==> src/rtl/custom_result_buffer.sv <==
// custom_result_buffer: tracks one in-flight op on the custom-logic PR block,
// captures its result after the loaded module's latency and holds up to two
// results in order until the CDB grants them. Branch misses squash speculative
// work, and branch successes clear the speculation flag.
// Optional build macro: CUSTOM_ZERO_LAT_EN (latency 0 pushes at the issue edge).
//
// state | meaning
// IDLE  | no op executing; an issue is accepted unless the queue is full
// EXEC  | op in flight; counter counts down to the result sample edge

`ifndef RRF_SEL
`define RRF_SEL 6
`endif
`ifndef SPECTAG_LEN
`define SPECTAG_LEN 5
`endif
`ifndef DATA_LEN
`define DATA_LEN 32
`endif

module custom_result_buffer (
    input  logic                    clk,
    input  logic                    reset,
    input  logic                    issue,
    input  logic [`RRF_SEL-1:0]     rrftag,
    input  logic                    dstval,
    input  logic [`SPECTAG_LEN-1:0] spectag,
    input  logic                    specbit,
    input  logic [3:0]              latency,
    input  logic [`DATA_LEN-1:0]    pr_result,
    input  logic                    prmiss,
    input  logic                    prsuccess,
    input  logic [`SPECTAG_LEN-1:0] prtag,
    input  logic [`SPECTAG_LEN-1:0] specfixtag,
    output logic                    busy,
    output logic                    cdb_req,
    input  logic                    cdb_grant,
    output logic [`RRF_SEL-1:0]     cdb_rrftag,
    output logic                    cdb_dstval,
    output logic [`DATA_LEN-1:0]    cdb_result
);

    typedef enum logic {IDLE = 1'b0, EXEC = 1'b1} state_t;

    typedef struct packed {
        logic [`RRF_SEL-1:0]     rrftag;
        logic                    dstval;
        logic                    specbit;
        logic [`SPECTAG_LEN-1:0] spectag;
        logic [`DATA_LEN-1:0]    result;
    } entry_t;

    state_t                  state_q, state_d;
    logic [3:0]              cnt_q, cnt_d;
    logic [`RRF_SEL-1:0]     ex_rrftag_q, ex_rrftag_d;
    logic                    ex_dstval_q, ex_dstval_d;
    logic                    ex_specbit_q, ex_specbit_d;
    logic [`SPECTAG_LEN-1:0] ex_spectag_q, ex_spectag_d;
    entry_t                  q0_q, q0_d, q1_q, q1_d;
    logic [1:0]              count_q, count_d;

    logic   succ, accept, iss_kill, iss_sb, ex_kill, ex_sb, zero_lat;
    logic   v0, v1, pop, alive0, alive1, push_v;
    entry_t e0, e1, push_e;

    function automatic logic kill_f(input logic miss, input logic sb,
                                    input logic [`SPECTAG_LEN-1:0] tag,
                                    input logic [`SPECTAG_LEN-1:0] fix);
        return miss & sb & (|(tag & fix));
    endfunction

    // Speculation bookkeeping and queue slot liveness for this cycle
    always_comb begin
        succ     = prsuccess & ~prmiss;
        busy     = (state_q == EXEC) | (count_q == 2'd2);
        accept   = issue & ~busy;
        iss_kill = kill_f(prmiss, specbit, spectag, specfixtag);
        iss_sb   = specbit & ~(succ & (spectag == prtag));
        ex_kill  = kill_f(prmiss, ex_specbit_q, ex_spectag_q, specfixtag);
        ex_sb    = ex_specbit_q & ~(succ & (ex_spectag_q == prtag));
        v0       = (count_q != 2'd0);
        v1       = (count_q == 2'd2);
        pop      = v0 & cdb_grant;
        // a killed head is dropped anyway; the grant never reaches the tail
        alive0   = v0 & ~pop & ~kill_f(prmiss, q0_q.specbit, q0_q.spectag, specfixtag);
        alive1   = v1 & ~kill_f(prmiss, q1_q.specbit, q1_q.spectag, specfixtag);
        e0       = q0_q;
        e0.specbit = q0_q.specbit & ~(succ & (q0_q.spectag == prtag));
        e1       = q1_q;
        e1.specbit = q1_q.specbit & ~(succ & (q1_q.spectag == prtag));
`ifdef CUSTOM_ZERO_LAT_EN
        zero_lat = (latency == 4'd0);
`else
        zero_lat = 1'b0;
`endif
    end

    // Next-state logic: issue acceptance, countdown and result push
    always_comb begin
        state_d      = state_q;
        cnt_d        = cnt_q;
        ex_rrftag_d  = ex_rrftag_q;
        ex_dstval_d  = ex_dstval_q;
        ex_specbit_d = ex_specbit_q;
        ex_spectag_d = ex_spectag_q;
        push_v       = 1'b0;
        push_e       = '{rrftag: rrftag, dstval: dstval, specbit: iss_sb,
                         spectag: spectag, result: pr_result};
        case (state_q)
            IDLE: begin
                if (accept && !iss_kill) begin
                    if (zero_lat) begin
                        push_v = 1'b1;
                    end else begin
                        state_d      = EXEC;
                        cnt_d        = (latency == 4'd0) ? 4'd0 : latency - 4'd1;
                        ex_rrftag_d  = rrftag;
                        ex_dstval_d  = dstval;
                        ex_specbit_d = iss_sb;
                        ex_spectag_d = spectag;
                    end
                end
            end
            EXEC: begin
                ex_specbit_d = ex_sb;
                if (ex_kill) begin
                    state_d = IDLE;
                    cnt_d   = 4'd0;
                end else if (cnt_q == 4'd0) begin
                    state_d = IDLE;
                    push_v  = 1'b1;
                    push_e  = '{rrftag: ex_rrftag_q, dstval: ex_dstval_q, specbit: ex_sb,
                                spectag: ex_spectag_q, result: pr_result};
                end else begin
                    cnt_d = cnt_q - 4'd1;
                end
            end
            default: state_d = IDLE;
        endcase
    end

    // Queue compaction: survivors move toward the head, the push lands behind them
    always_comb begin
        q0_d    = '0;
        q1_d    = '0;
        count_d = 2'd0;
        if (alive0) begin
            q0_d = e0;
            if (alive1) begin
                q1_d    = e1;
                count_d = 2'd2;
            end else if (push_v) begin
                q1_d    = push_e;
                count_d = 2'd2;
            end else begin
                count_d = 2'd1;
            end
        end else if (alive1) begin
            q0_d = e1;
            if (push_v) begin
                q1_d    = push_e;
                count_d = 2'd2;
            end else begin
                count_d = 2'd1;
            end
        end else if (push_v) begin
            q0_d    = push_e;
            count_d = 2'd1;
        end
    end

    // State, counter, latched op fields and queue registers
    always_ff @(posedge clk or negedge reset) begin
        if (!reset) begin
            state_q      <= IDLE;
            cnt_q        <= 4'd0;
            ex_rrftag_q  <= '0;
            ex_dstval_q  <= 1'b0;
            ex_specbit_q <= 1'b0;
            ex_spectag_q <= '0;
            q0_q         <= '0;
            q1_q         <= '0;
            count_q      <= 2'd0;
        end else begin
            state_q      <= state_d;
            cnt_q        <= cnt_d;
            ex_rrftag_q  <= ex_rrftag_d;
            ex_dstval_q  <= ex_dstval_d;
            ex_specbit_q <= ex_specbit_d;
            ex_spectag_q <= ex_spectag_d;
            q0_q         <= q0_d;
            q1_q         <= q1_d;
            count_q      <= count_d;
        end
    end

    // Head of the queue drives the CDB request directly
    always_comb begin
        cdb_req    = v0;
        cdb_rrftag = q0_q.rrftag;
        cdb_dstval = q0_q.dstval;
        cdb_result = q0_q.result;
    end

endmodule

==> config.mk <==
export PLATFORM = sky130hd
export DESIGN_NAME = custom_result_buffer
export DESIGN_NICKNAME = d
export VERILOG_FILES = /design/src/rtl/custom_result_buffer.sv
export SDC_FILE = /design/constraint.sdc
export NUM_CORES = 1
export LEC_CHECK = 0
export CORE_MARGIN = 5
export CORE_UTILIZATION = 35
export CTS_CLUSTER_DIAMETER = 80
export DETAILED_ROUTE_END_ITERATION = 12
export HOLD_SLACK_MARGIN = 0.05
export PLACE_DENSITY = 0.7
export SETUP_SLACK_MARGIN = 0.2
export SLEW_MARGIN = 10
export SYNTH_ARGS = -nofsm -noshare
export SYNTH_HDL_FRONTEND = slang
export SYNTH_SLANG_ARGS = --single-unit
==> constraint.sdc <==
create_clock -name clk -period 2.2 [get_ports clk]
set_clock_uncertainty 0.1 [all_clocks]
set_input_delay 0.33 -clock clk [delete_from_list [all_inputs] [get_ports clk]]
set_output_delay 0.33 -clock clk [all_outputs]
set_load 0.1 [all_outputs]
==> impl_metrics.xml <==
<?xml version="1.0" encoding="UTF-8"?>
<metrics>
  <group name="run_status">
    <metric name="status" unit="">completed</metric>
  </group>
  <group name="place">
    <metric name="detailedPlace.worstSlack" unit="ps">-491.4</metric>
    <metric name="postPlaceCellArea" unit="sq um">6746</metric>
    <metric name="dp.cells" unit="">824</metric>
    <metric name="dp_hpwl" unit="microns">10270</metric>
    <metric name="gp_congestion" unit="">0.8923</metric>
    <metric name="numPortBuffers" unit="">105</metric>
  </group>
  <group name="worst_setup_path">
    <metric name="critPathMaxStageDelay" unit="ps">400</metric>
    <metric name="timing.critical_path.to_type" unit="">flip-flop</metric>
    <metric name="timing.setup.critical_path_class" unit="">reg -&gt; reg</metric>
    <metric name="cell_breakdown_of_the_critical_path" unit="">a222oi_1 -&gt; nand2_1 -&gt; a31o_4 -&gt; mux2i_4 -&gt; buf_6 -&gt; buf_16 -&gt; a32o_1</metric>
    <metric name="r2r_slack" unit="ps">20</metric>
    <metric name="r2r-start" unit="">e1[34]</metric>
    <metric name="worstSetupStartpointType" unit="">flip-flop</metric>
    <metric name="worst-endpoint-arrival" unit="ps">2320</metric>
    <metric name="timing.critical_path.buf_inv" unit="">2</metric>
    <metric name="r2r.worst_path.cells" unit="">7</metric>
    <metric name="timing.critical_path.slowest_stage_cell" unit="">dfrtp_1</metric>
    <metric name="critical_path_cell_count" unit="">7</metric>
    <metric name="required" unit="ps">2340</metric>
    <metric name="critical_path_peak_fanout" unit="">9</metric>
    <metric name="regToRegEndpoint" unit="">e1[42]</metric>
    <metric name="cpLargestDelayFamily" unit="">compound AO/OA/AOI/OAI gates</metric>
  </group>
  <group name="sta">
    <metric name="maxSlewHeadroom" unit="%">69.78</metric>
    <metric name="share_of_the_clock_period_used_by_the_worst_path_after_layout" unit="%">99.03</metric>
    <metric name="period_needed" unit="ps">2179</metric>
    <metric name="timing.final.hold_violations" unit="">0</metric>
    <metric name="setup_viol" unit="">0</metric>
    <metric name="timing.final.max_slew_violations" unit="">0</metric>
    <metric name="setup_repair_after_global_routing_missed_its_margin" unit="">yes</metric>
    <metric name="timing.fmax" unit="GHz">0.4590</metric>
    <metric name="setup_slack" unit="ps">21.42</metric>
    <metric name="timing_worst_slew_pin_value" unit="ps">447.6</metric>
  </group>
  <group name="logic_synthesis">
    <metric name="synth.avg_cell_area" unit="sq um">10.15</metric>
    <metric name="synthDistinctLibCells" unit="">40</metric>
    <metric name="synth.top_cell.area_share" unit="%">50.48</metric>
    <metric name="ys_ff_latch" unit="">110</metric>
    <metric name="seq_area_frac_synth" unit="%">50.48</metric>
    <metric name="synth.yosys.warnings" unit="">0</metric>
    <metric name="netlist.top_cell.by_area" unit="">dfrtp_1</metric>
    <metric name="synth_enable_flop_cells" unit="">0</metric>
    <metric name="synth-async-reset-ratio" unit="%">100.0</metric>
    <metric name="synth_fp_nets" unit="">607</metric>
    <metric name="syn-cell-area" unit="sq um">5453</metric>
    <metric name="syn_inst" unit="">537</metric>
    <metric name="synth_top_flop_cell" unit="">dfrtp_1</metric>
    <metric name="synth.area.top_cells" unit="">dfrtp_1 50%, a21oi_1 8.6%, a32o_1 8.1%</metric>
  </group>
  <group name="cells_and_area">
    <metric name="top_library_cells_by_usage_in_the_layout_fill_and_taps_aside" unit="">110 x dfrtp_1, 88 x buf_4, 61 x a21oi_1, 57 x clkdlybuf4s50_1, 44 x a32o_1</metric>
    <metric name="antenna-diode-count" unit="">0</metric>
    <metric name="seq_area" unit="sq um">2753</metric>
    <metric name="finalNonFillerCells" unit="">871</metric>
    <metric name="nNetsFinal" unit="">725</metric>
    <metric name="n_fill_cell" unit="">1271</metric>
    <metric name="final_common_cell" unit="">dfrtp_1</metric>
    <metric name="multi_input_area" unit="sq um">2703</metric>
    <metric name="stdcell_area" unit="sq um">8118</metric>
    <metric name="area_growth_syn_to_layout" unit="%">48.88</metric>
    <metric name="drive_above_1_share" unit="%">41.67</metric>
  </group>
  <group name="detailed_routing">
    <metric name="wirelength" unit="microns">17540</metric>
    <metric name="drcViolationCount" unit="">0</metric>
    <metric name="wire_per_inst" unit="microns">20.14</metric>
    <metric name="route.vias.total" unit="">4836</metric>
    <metric name="avgViaCountPerCell" unit="">5.552</metric>
    <metric name="drt_pre_antenna_iters" unit="">5</metric>
    <metric name="ant_nets" unit="">0</metric>
    <metric name="first_iter_violations" unit="">372</metric>
  </group>
  <group name="clock_tree">
    <metric name="clock_tree.buffer_depth" unit="">2</metric>
    <metric name="clock_tree_from_tritoncts" unit="">built</metric>
    <metric name="clock_insertion_delay_worst_skew" unit="ps">360</metric>
    <metric name="cts-buffers-inserted" unit="">9</metric>
    <metric name="cts-htree-levels" unit="">3</metric>
    <metric name="clock_sinks" unit="">110</metric>
    <metric name="clk_transition_reported_paths" unit="ps">70</metric>
    <metric name="root_buffer" unit="">clkbuf_16</metric>
  </group>
  <group name="floorplanning">
    <metric name="area_of_the_die" unit="sq um">18180</metric>
    <metric name="dieWidth" unit="microns">134.8</metric>
    <metric name="fp.dieH" unit="microns">134.8</metric>
    <metric name="ports_placed_on_the_boundary" unit="">106</metric>
    <metric name="initial_utilization" unit="%">35.74</metric>
    <metric name="rows" unit="">45</metric>
    <metric name="coreArea" unit="sq um">15260</metric>
  </group>
  <group name="grt">
    <metric name="track_usage" unit="%">17.25</metric>
    <metric name="pin_count_of_the_biggest_net_entering_global_routing" unit="">63</metric>
    <metric name="initial_antenna_violation_count" unit="">0</metric>
    <metric name="first_pass_grt_wire_length" unit="microns">25130</metric>
    <metric name="overflow" unit="">0</metric>
    <metric name="grt_pass1_vias" unit="">4855</metric>
  </group>
  <group name="power">
    <metric name="power.ir.vdd_worst" unit="V">0.001269</metric>
    <metric name="p_leak" unit="uW">0.003432</metric>
    <metric name="power_density" unit="nW/um^2">1246</metric>
  </group>
  <group name="worst_hold_path">
    <metric name="min-delay-path-class" unit="">in -&gt; async</metric>
  </group>
  <group name="flow_run">
    <metric name="max_cap_violations" unit="">0</metric>
  </group>
</metrics>
## registers in the layout (all words and copies together) (netlist names), 2 cells and up
register / count
cnt_q: 4
ex_spectag_q: 5
count_q: 2
ex_rrftag_q: 6
cdb_result: 32
e0: 5
e1: 44
cdb_rrftag: 6
## metrics by stage
stage	power, uW	utilization (%)	setup TNS (ps)	hold slack (ps)
6_report	10120	53.20	0	216.0
5_1_grt	10530	53.20	-560.8	220.2
3_3_place_gp	7453	44.21	-39980	36.86
2_1_floorplan	6570	-	0	-65.59
4_1_cts	9379	47.73	0	200.1
3_5_place_dp	7541	44.21	-43080	35.96
## worst max path at each step
| stage | startpoint | endpoint | slack (ps) |
|---|---|---|---|
| 6_report | e1[34] | e1[42] | 20 |
| 5_1_grt | e0[32] | e1[42] | -50 |
| 4_1_cts | ex_spectag_q[3] | q1_q[37] | 80 |
| 3_5_place_dp | specfixtag[2] | q1_q[37] | -490 |
| 3_3_place_gp | specfixtag[2] | q1_q[37] | -460 |
| 2_1_floorplan | e0[32] | e1[40] | 160 |
## where the power goes
part	total (uW)	internal, uW	switching [uW]	leakage [uW]
clock network	1640	915	730	0.000146
logic	5500	1880	3620	0.00180
registers	2970	2520	455	0.00148
## layout make-up
cell class / count / area share (%)
inverter: 7 / 0.4162
multi-input combinational: 337 / 33.29
tap: 211 / 3.252
clock buffer: 11 / 2.990
timing repair buffer: 190 / 25.45
clock inverter: 5 / 0.6936
sequential: 110 / 33.91
## cell families (layout without fill, tap and decap cells)
family | Yosys count | in the layout | synth area share, %
compound gates | 165 | 165 | 20.49
simple gates | 128 | 128 | 10.88
flops | 110 | 110 | 50.48
buf+inv | 90 | 213 | 9.775
xor+xnor | 21 | 21 | 3.373
mux | 18 | 18 | 3.855
fa+ha+maj | 5 | 5 | 1.147
## repair_timing
action,4_1_cts,5_1_grt
cloned,4,10
gates resized for setup,23,134
setup endpoints to repair,107,101
hold buffers,1,0
pin swaps,15,43
setup buffers,8,8
endpoints found under the hold margin,110,0
## cell usage after synthesis (6+ instances only)
master / instances
dfrtp_1: 110
a21oi_1: 94
nor2_1: 48
nand3_1: 45
a32o_1: 44
buf_4: 38
clkbuf_1: 22
buf_2: 18
xnor2_1: 17
mux2_2: 14
nand2_1: 12
inv_1: 7
o21ai_0: 6
## layer usage
metal	wire, microns	up-vias	global-route usage, %
li1	-	2167	-
met1	7005	2453	21.86
met2	8816	192	28.68
met3	1415	24	4.918
met4	307	0	5.204
met5	0	-	0
## worst reg2reg max path, stage by stage, from the launching register on
cell and delay, ps:
dfrtp_1 400, a222oi_1 370, nand2_1 150, a31o_4 290, mux2i_4 200, buf_6 150, buf_16 150, a32o_1 260
Note: power is estimated with default switching activity, not from simulation.
